**src/rtl/demux16_collect.sv**
```systemverilog
// demux16_collect: rebuilds 16-bit words from a select/enable serial stream.
// Bits land in an assembly register by lane (addressed or auto-pointer); a
// full word moves to a valid/ready output register, stalling if it is busy.
module demux16_collect (
    input  logic        clock,
    input  logic        reset,
    input  logic        din,
    input  logic [3:0]  sel,
    input  logic        en,
    input  logic        auto,
    input  logic        flush,
    output logic        in_ready,
    output logic [15:0] out_data,
    output logic        out_valid,
    input  logic        out_ready,
    output logic        dup_err
);

    logic [15:0] asm_q;
    logic [15:0] mask_q;
    logic [3:0]  ptr_q;

    logic [15:0] asm_d;
    logic [15:0] mask_d;
    logic [3:0]  ptr_d;
    logic [15:0] out_data_d;
    logic        out_valid_d;
    logic        dup_err_d;

    logic [3:0]  lane;
    logic        accept;
    logic        slot_free;
    logic        complete;
    logic [15:0] asm_w;
    logic [15:0] mask_w;

    // A full mask means a finished word is waiting for the output slot.
    assign in_ready = (mask_q != 16'hFFFF);

    // Next-state: merge the accepted bit, then decide transfer, flush or hold.
    always_comb begin
        lane      = auto ? ptr_q : sel;
        accept    = en && in_ready && !flush;
        slot_free = !out_valid || out_ready;

        asm_w  = asm_q;
        mask_w = mask_q;
        if (accept) begin
            asm_w[lane]  = din;
            mask_w[lane] = 1'b1;
        end
        // Also true for a word already stalled with no new write.
        complete = (mask_w == 16'hFFFF);

        asm_d       = asm_w;
        mask_d      = mask_w;
        ptr_d       = (accept && auto) ? ptr_q + 4'd1 : ptr_q;
        out_data_d  = out_data;
        out_valid_d = out_valid && !out_ready;
        dup_err_d   = dup_err || (accept && mask_q[lane]);

        if (flush) begin
            // Partial or stalled word is dropped; output side keeps draining.
            asm_d  = asm_q;
            mask_d = 16'h0000;
            ptr_d  = 4'd0;
        end else if (complete && slot_free) begin
            // Load replaces a word being drained on this same edge, so no bubble.
            out_data_d  = asm_w;
            out_valid_d = 1'b1;
            mask_d      = 16'h0000;
            ptr_d       = 4'd0;
        end
    end

    // State registers with synchronous reset overriding everything else.
    always_ff @(posedge clock) begin
        if (reset) begin
            asm_q     <= 16'h0000;
            mask_q    <= 16'h0000;
            ptr_q     <= 4'd0;
            out_data  <= 16'h0000;
            out_valid <= 1'b0;
            dup_err   <= 1'b0;
        end else begin
            asm_q     <= asm_d;
            mask_q    <= mask_d;
            ptr_q     <= ptr_d;
            out_data  <= out_data_d;
            out_valid <= out_valid_d;
            dup_err   <= dup_err_d;
        end
    end

endmodule

```
**config.mk**
```make
export PLATFORM = sky130hd
export DESIGN_NAME = demux16_collect
export DESIGN_NICKNAME = d
export VERILOG_FILES = /design/src/rtl/demux16_collect.sv
export SDC_FILE = /design/constraint.sdc
export NUM_CORES = 1
export LEC_CHECK = 0
export CAP_MARGIN = 5
export CORE_MARGIN = 2
export CORE_UTILIZATION = 62
export DETAILED_ROUTE_END_ITERATION = 6
export DONT_BUFFER_PORTS = 1
export HOLD_SLACK_MARGIN = 0.08
export MAX_ROUTING_LAYER = met4
export PLACE_DENSITY = 0.75
export SETUP_SLACK_MARGIN = 0.5
export SYNTH_ARGS = -nofsm -noshare
export SYNTH_HDL_FRONTEND = slang
export SYNTH_SLANG_ARGS = --single-unit
```
**constraint.sdc**
```tcl
create_clock -name clock -period 3.3 [get_ports clock]
set_clock_uncertainty 0.15 [all_clocks]
set_input_delay 0.165 -clock clock [delete_from_list [all_inputs] [get_ports clock]]
set_output_delay 0.165 -clock clock [all_outputs]
set_load 0.02 [all_outputs]
```
Yosys cells after proc, flatten, opt, wreduce, memory -nomap -nowiden
Index checks and enable logic that the tools add are counted.
{"block": "word_totals", "memories": 0, "reg_bits": 54, "inputBits": 11, "ram_bits": 0, "latchBits": 0, "wordCells": 37, "romBits": 0}
{"block": "classes", "shift": 0, "muxes": 10, "add_sub_neg": 1, "multipliers": 0, "n_reduce_logical": 14, "bitwise_logic": 2, "magnitude_cmp": 2, "div_mod_pow": 0, "eq_ne": 2}
{"op": "2-to-1 mux 16 bit", "count": 2}
{"op": "bitwise mux 16 bit", "count": 1}
{"op": "== test 16 bit, second input constant", "count": 1}
{"op": "!= test 16 bit, second input constant", "count": 1}
{"op": "bitwise OR 16 bit", "count": 1}
{"op": "logical AND 1 bit", "count": 7}
{"op": "< comparator 4 x 5 -> 1 bit, second input constant", "count": 1}
{"op": "adder 4 x 1 -> 4 bit, second input constant", "count": 1}
{"op": "binary-select mux 1 bit (select 4 bit)", "count": 1}
{"op": "demux 1 bit (select 4 bit)", "count": 1}
{"op": ">= comparator 4 x 1 -> 1 bit, second input constant", "count": 1}
{"op": "2-to-1 mux 1 bit", "count": 4}
{"op": "2-to-1 mux 4 bit", "count": 1}
{"op": "zero test 1 bit", "count": 3}
{"op": "OR reduction 3 bit", "count": 1}
{"op": "logical OR 1 bit", "count": 2}
{"op": "AND reduction 2 bit", "count": 1}
{"op": "NOT 1 bit", "count": 1}

Depth between registers and ports, before layout
Gate-level depths: netlist of run 1.
{"block": "logic_depth", "ltp_word": 11, "mapped_depth": 11}

Worst setup path before layout of run 1
OpenSTA, ideal clock, no wires.
{"block": "synth_path", "kind": "reg-to-reg", "from": "reg ptr_q[3]", "to": "reg out_data[10]", "slack_ns": 0.695, "required_time_ns": 3.029, "n_path_buf": 1, "arrival_ns": 2.334, "period_less_slack_ns": 2.605, "path_stages_with_launch": 10, "setup_ns": 0.121, "path_cell_list": "dfxtp_1 -> mux2_2 -> nand2_1 -> nor3_1 -> o21ai_1 -> a22oi_2 -> nand3_2 -> nor4_4 -> buf_8 -> mux2_4"}
{"block": "synth_between", "elab_chain_len": 10, "elab_cells_between_ends": 13, "classes_between": "2 x order compare; 1 x eq/ne; 6 x mux; 1 x bitwise; 3 x reduce/logical"}
{"element": "from (decl)", "line_no": "21", "text": "logic [3:0] ptr_q;"}
{"element": "from (signal assigned)", "line_no": "88", "text": "ptr_q <= ptr_d;"}
{"element": "2-to-1 mux 4 bit (*)", "line_no": "42", "text": "lane = auto ? ptr_q : sel;"}
{"element": "< comparator 4 x 5 -> 1 bit (not written as such) / >= comparator 4 x 1 -> 1 bit (equally long branches)", "line_no": "49, 50"}
{"element": "logical AND 1 bit (not written as such)", "line_no": "49, 50"}
{"element": "2-to-1 mux 1 bit (not written as such)", "line_no": "49, 50"}
{"element": "demux 1 bit (select 4 bit) (*)", "line_no": "49, 50"}
{"element": "bitwise OR 16 bit (no line)"}
{"element": "2-to-1 mux 16 bit", "line_no": "48", "text": "if (accept) begin"}
{"element": "== test 16 bit", "line_no": "53", "text": "complete = (mask_w == 16'hFFFF);"}
{"element": "logical AND 1 bit", "line_no": "67", "text": "end else if (complete && slot_free) begin"}
{"element": "AND reduction 2 bit (no line)"}
{"element": "to (signal assigned)", "line_no": "89", "text": "out_data <= out_data_d;"}
{"element": "to (decl)", "line_no": "13", "text": "output logic [15:0] out_data,"}
Mark *: on every way between the ends. The rest lies on a longest branch, timed or not.
A chain may end at the register's enable or synchronous reset.

Worst setup path after layout of run 1
{"block": "layout_path", "from": "reg mask_q[13]", "to": "reg out_data[6]"}
{"block": "layout_between", "elab_chain_len": 7, "elab_cells_between_ends": 9, "classes_between": "2 x eq/ne; 2 x mux; 1 x bitwise; 4 x reduce/logical"}
{"element": "from (decl)", "line_no": "20", "text": "logic [15:0] mask_q;"}
{"element": "from (signal assigned)", "line_no": "87", "text": "mask_q <= mask_d;"}
{"element": "!= test 16 bit", "line_no": "38", "text": "assign in_ready = (mask_q != 16'hFFFF);"}
{"element": "logical AND 1 bit (2 in a row)", "line_no": "43", "text": "accept = en && in_ready && !flush;"}
{"element": "2-to-1 mux 16 bit", "line_no": "48"}
{"element": "== test 16 bit", "line_no": "53"}
{"element": "logical AND 1 bit", "line_no": "67"}
{"element": "AND reduction 2 bit (no line)"}
Several ways; a longest one is shown, not always the timed one.

==> impl_metrics.py, run 1 <==
metrics = {
    "outcome": {
        "status": "complete, no violations",
    },
    "place": {
        "place_area_um2": 2690,
        "gp_congestion": 1.11,
        "dp.cells": 320,
        "io_buffers": 0,
        "place_ws_ns": 0.158,
        "hpwl_um": 3940,
    },
    "timing": {
        "period_share": 0.851,
        "tightest_slew_ns": 0.679,
        "slew_viol_final": 0,
        "setup_ws_ns": 0.492,
        "fin_tns_setup_ns": 0,
        "maxSlewHeadroom": 0.547,
        "finalCriticalPeriod_ns": 2.81,
        "fmax_mhz": 356,
        "setup_viol": 0,
        "rsz0062_at_grt": "true",
        "hold_viol_final": 0,
        "holdWs_ns": 0.106,
    },
    "final_layout": {
        "multi_input_area_um2": 1410,
        "num-nets-final": 308,
        "drive_gt1_frac": 0.300,
        "n_fill_cell": 259,
        "final_common_cell": "nor2_1",
        "post-route-cell-area_um2": 3080,
        "instances_no_fill": 347,
        "postLayoutCoreUtil": 0.775,
        "n_antenna_cell": 0,
        "most-common-layout-cells": "nor2_1, dfxtp_1, buf_4, nor2b_1, nand2_1",
        "area_delta_synth_final_pct": 21.3,
        "regArea_um2": 1090,
    },
    "synth": {
        "ys_ff_latch": 54,
        "postSynthAreaPerCell_um2": 9.73,
        "synth_area_um2": 2540,
        "syn-num-nets": 273,
        "synth_edf_count": 0,
        "synth_cell_type_count": 40,
        "ys_warn_count": 0,
        "synth-main-ff-cell": "dfxtp_1",
        "synth_area_leaders": "dfxtp_1, nor2_1, mux2i_1",
        "synth_top_area_cell": "dfxtp_1",
        "synth_seq_area_share": 0.426,
        "syn-instance-count": 261,
        "async_flop_share": 0,
        "synth_top_area_share": 0.426,
    },
    "worst_setup_path": {
        "crit_path_max_incr_delay_ns": 0.36,
        "path_class": "flip-flop to flip-flop",
        "rr_startpoint": "mask_q[13]",
        "slowest_stage": "dfxtp_2",
        "crit_chain": "nand4_1, o41ai_4, buf_6, buf_6, nor4_4, o21ai_1, a22oi_2, nand3_2, nor4_4, buf_4, buf_8, mux2_4",
        "crit_path_end_kind": "flip-flop",
        "cp-start-kind": "flip-flop",
        "required_ns": 3.34,
        "cp_max_fo": 6,
        "cp-startpoint": "mask_q[13]",
        "cp.arrival_ns": 2.85,
    },
    "global_route": {
        "grt_pass1_vias": 1810,
        "overflow": 0,
        "grt_antenna_before_repair": 0,
        "grt_pass1_wl_um": 8830,
        "grt_usage": 0.267,
        "grt_start_max_net_pins": 36,
    },
    "cts": {
        "clk_path_buf_depth": 2,
        "numCtsBuffers": 5,
        "cts_root_buf": "clkbuf_8",
        "cts_tree": "yes",
        "cts.sinks": 54,
        "cts_max_level": 2,
        "clock_latency_ns": 0.30,
        "clk_pin_slew_ns": 0.09,
    },
    "detailed_routing": {
        "ant_nets": 0,
        "first_pass_iters": 4,
        "viasPerCell": 5.67,
        "detail_route.wl_per_cell_um": 17.2,
        "drcViolationCount": 0,
        "routed_wl_um": 5960,
        "vias": 1967,
        "drt-initial-drc-count": 211,
    },
    "power": {
        "p_leak_nw": 1.22,
        "total_power_mw": 1.27,
        "powerDensity_nw_per_um2": 412,
        "ir_worst_vdd_v": 0.000368,
    },
    "die": {
        "placementRows": 23,
        "io_pins": 30,
        "fp.dieH_um": 68.0,
        "coreArea_um2": 3970,
        "design.die.area_um2": 4620,
        "start_util": 0.639,
        "die_w_um": 68.0,
    },
    "hold_path": {
        "min-delay-start": "flush",
        "min_path_type": "input pin to flip-flop",
    },
    "flow_run": {
        "drv_cap": 0,
    },
}
## area by class of cell
type	count	area share
clock buffers	6	0.0268
clock inverters	2	0.0195
inverters	7	0.00853
multi-input cells	189	0.458
flip-flops and latches	54	0.356
well taps	50	0.0203
repair buffers	39	0.111
## Yosys cell counts (all sizes together) (4+ instances only)
master   n
nor2b   19
mux2    18
dfxtp   54
a21oi   14
o21ai    7
buf      4
mux2i   18
mux4     5
a32oi    4
nor3     5
nand4    5
nand2   17
nor2    51
clkbuf   7
nand3    9
inv      7
## power by group
part	internal, mW	total (mW)	switching (mW)
logic	0.0355	0.0850	0.0496
registers	0.653	0.655	0.00177
clock network	0.323	0.529	0.206
## critical path: cells and delay by family (launching register included)
family | cells | cell delay (ns)
buffers and inverters | 4 | 0.58
AND/OR/NAND/NOR | 4 | 0.93
AO/OA/AOI/OAI | 3 | 0.37
flip-flops | 1 | 0.36
multiplexers | 1 | 0.30
## registers in the layout, summed over array words and instances (netlist names)
register   cells
out_data      16
asm_q         16
ptr_q          4
mask_q        16
dup_err        1
out_valid      1
## what timing repair did
item,CTS,global route
setup endpoints to repair,16,16
hold buffers,7,0
endpoints found under the hold margin,53,0
buffers inserted,3,8
cloned,0,1
gates resized for setup,3,22
pin swaps,2,10
## final timing paths
kind / endpoint / slack, ns / cells after the start
max reg2reg: out_data[6] / 0.49 / 12
min reg2reg: mask_q[10] / 0.34 / 2
min: out_data[4] / 0.11 / 3
max: out_data[6] / 0.49 / 12
## layer usage
layer,global-route usage,share of wire,vias to the layer above
li1,-,-,976
met1,0.355,0.44,909
met2,0.396,0.47,70
met3,0.0576,0.063,12
met4,0.113,0.022,0
met5,-,0,-
## logic make-up after synthesis
kind of cell | synth area share
AO/OA/AOI/OAI | 0.0838
XOR/XNOR | 0.0104
adder cells (fa/ha/maj) | 0.00493
buffers and inverters | 0.0350
flip-flops | 0.426
multiplexers | 0.216
AND/OR/NAND/NOR | 0.224
No activity file was read; power rests on OpenSTA's default activity.
==> inputs of run 2 (changes only) <==
Settings changed: PLACE_DENSITY 0.75 to 0.86.
Clock period 3.3 ns to 3.1 ns, I/O delays scaled along.
==> run 2 against run 1 <==
- count of clock-buffer cells in the layout increased by 1
- clock power decreased by 20%
- flip-flop and latch count unchanged
==> impl_metrics.py, run 2 (synthesized netlist as in run 1, its figures left out) <==
metrics = {
    "power": {
        "ir_worst_vdd_v": 0.000318,
        "combPwrFrac": 0.091,
        "switching_share": 0.248,
        "seqPwrFrac": 0.566,
        "total_power_mw": 1.23,
        "p_sw_mw": 0.305,
        "pwr-share-clk": 0.343,
        "powerDensity_nw_per_um2": 357,
        "p_leak_nw": 1.41,
        "p_int_mw": 0.926,
    },
    "timing": {
        "finalCriticalPeriod_ns": 2.87,
        "holdWs_ns": 0.179,
        "tightest_slew_ns": 0.646,
        "maxSlewHeadroom": 0.569,
        "period_share": 0.925,
        "slew_viol_final": 0,
        "fin_tns_setup_ns": 0,
        "rsz0062_at_grt": "true",
        "fmax_mhz": 349,
        "setup_viol": 0,
        "hold_viol_final": 0,
    },
    "final_layout": {
        "final_common_cell": "buf_4",
        "num-nets-final": 342,
        "instances_no_fill": 381,
        "n_fill_cell": 201,
        "top_regs": "asm_q x16, mask_q x16, out_data x16",
        "most-common-layout-cells": "buf_4, nor2_1, dfxtp_1, nor2b_1",
        "area_delta_synth_final_pct": 35.7,
        "n_antenna_cell": 0,
        "drive_gt1_frac": 0.423,
    },
    "detailed_routing": {
        "viasPerCell": 6.28,
        "routed_wl_um": 8330,
        "vias": 2393,
        "ant_nets": 0,
        "first_pass_iters": 6,
        "detail_route.wl_per_cell_um": 21.9,
        "drcViolationCount": 0,
        "drt-initial-drc-count": 274,
    },
    "worst_setup_path": {
        "crit_path_end_kind": "flip-flop",
        "path_class": "flip-flop to flip-flop",
        "crit_chain": "mux2_2, nand2_1, nor3_4, o21ai_1, a22oi_2, nand3_2, nor4_4, buf_4, buf_12, mux2_4",
        "cp_max_fo": 7,
        "r2r_setup_slack_ns": 0.23,
        "slowest_stage": "dfxtp_1",
        "cp-start-kind": "flip-flop",
        "rr_startpoint": "ptr_q[3]",
        "cp.arrival_ns": 2.92,
        "rr_endpoint": "out_data[13]",
        "required_ns": 3.15,
        "crit_path_max_incr_delay_ns": 0.42,
        "r2r.worst_path.cells": 10,
    },
    "cts": {
        "cts_tree": "yes",
        "cts.sinks": 54,
        "numCtsBuffers": 5,
        "clock_latency_ns": 0.31,
        "cts_root_buf": "clkbuf_8",
        "clk_pin_slew_ns": 0.10,
        "cts_max_level": 2,
        "clk_path_buf_depth": 2,
    },
    "place": {
        "dp.cells": 311,
        "hpwl_um": 4060,
        "gp_congestion": 0.983,
        "io_buffers": 0,
    },
    "hold_path": {
        "min_path_type": "input pin to flip-flop",
        "holdPathStages": 5,
        "min-delay-start": "sel[2]",
        "worstHoldEndpoint": "mask_q[1]",
    },
    "outcome": {
        "status": "complete, no violations",
    },
    "die": {
        "io_pins": 30,
        "start_util": 0.639,
        "die_w_um": 68.0,
        "fp.dieH_um": 68.0,
        "design.die.area_um2": 4620,
        "placementRows": 23,
        "coreArea_um2": 3970,
    },
    "global_route": {
        "grt_pass1_wl_um": 11600,
        "grt_pass1_vias": 2325,
        "grt_usage": 0.362,
        "overflow": 0,
        "grt_antenna_before_repair": 0,
        "grt_start_max_net_pins": 36,
    },
    "flow_run": {
        "drv_cap": 0,
    },
}
==> run 2: cell types whose count changed in the layout (fill, tap and decap cells not counted), moves of 3 or more <==
cell	previous run	this run
dfxtp_1	45	39
mux2_2	7	4
dfxtp_2	8	13
mux2_4	11	14
buf_6	4	10
buf_4	27	54
==> run 2: through the flow <==
step,area (um^2),worst slack (ns),utilization
after global placement,2670,0.244,0.671
after CTS,3260,0.448,0.820
after floorplan,2570,0.501,-
after global routing,3440,0.144,0.867
after detailed placement,2670,0.212,0.671
final,3440,0.234,0.867
==> run 2: power by group through the flow <==
| stage | registers [mW] | logic (mW) | clock network [mW] |
|---|---|---|---|
| after global routing | 0.697 | 0.117 | 0.437 |
| after global placement | 0.714 | 0.0605 | 0 |
| after floorplan | 0.713 | 0.0567 | 0 |
| after detailed placement | 0.714 | 0.0614 | 0 |
| after CTS | 0.698 | 0.0943 | 0.414 |
| final | 0.696 | 0.112 | 0.422 |
==> run 2: worst max-delay path, delay by kind of cell (launching register included) <==
kind,cells,cell delay [ns]
muxes,2,0.58
buffers and inverters,2,0.32
DFF,1,0.42
AOI/OAI and AO/OA,2,0.31
and+or+nand+nor,4,0.97
==> run 2: per-layer routing <==
layer	wire, um	track usage	part of all wire
met1	3020	0.396	0.36
met3	721	0.109	0.087
met4	580	0.245	0.070
met5	0	-	0
met2	4010	0.566	0.48
==> run 2: area by class of cell <==
type                       count  area [um^2]  share of cell area
sequential                    54         1100               0.321
timing repair buffer          73          643               0.187
tap                           50         62.6              0.0182
multi-input combinational    189         1510               0.439
clock buffer                   7         86.3              0.0251
clock inverter                 1         8.76             0.00254
inverter                       7         26.3             0.00763
==> run 2: what timing repair did <==
item / 4_1_cts / 5_1_grt
gates cloned: 2 / 1
gates resized for setup: 23 / 30
endpoints found under the hold margin: 52 / 0
hold buffers: 7 / 0
setup buffers: 39 / 13
pin swaps: 14 / 12
endpoints found under the setup margin: 16 / 37
==> run 2: how the worst max path moves through the flow <==
stage | end | cells past startpoint | startpoint
4_1_cts | ptr_q[3] | 14 | mask_q[13]
6_report | out_data[13] | 10 | ptr_q[3]
3_3_place_gp | out_data[15] | 10 | mask_q[0]
5_1_grt | out_data[13] | 11 | mask_q[1]
3_5_place_dp | out_data[3] | 9 | mask_q[3]
2_1_floorplan | out_data[10] | 9 | mask_q[7]
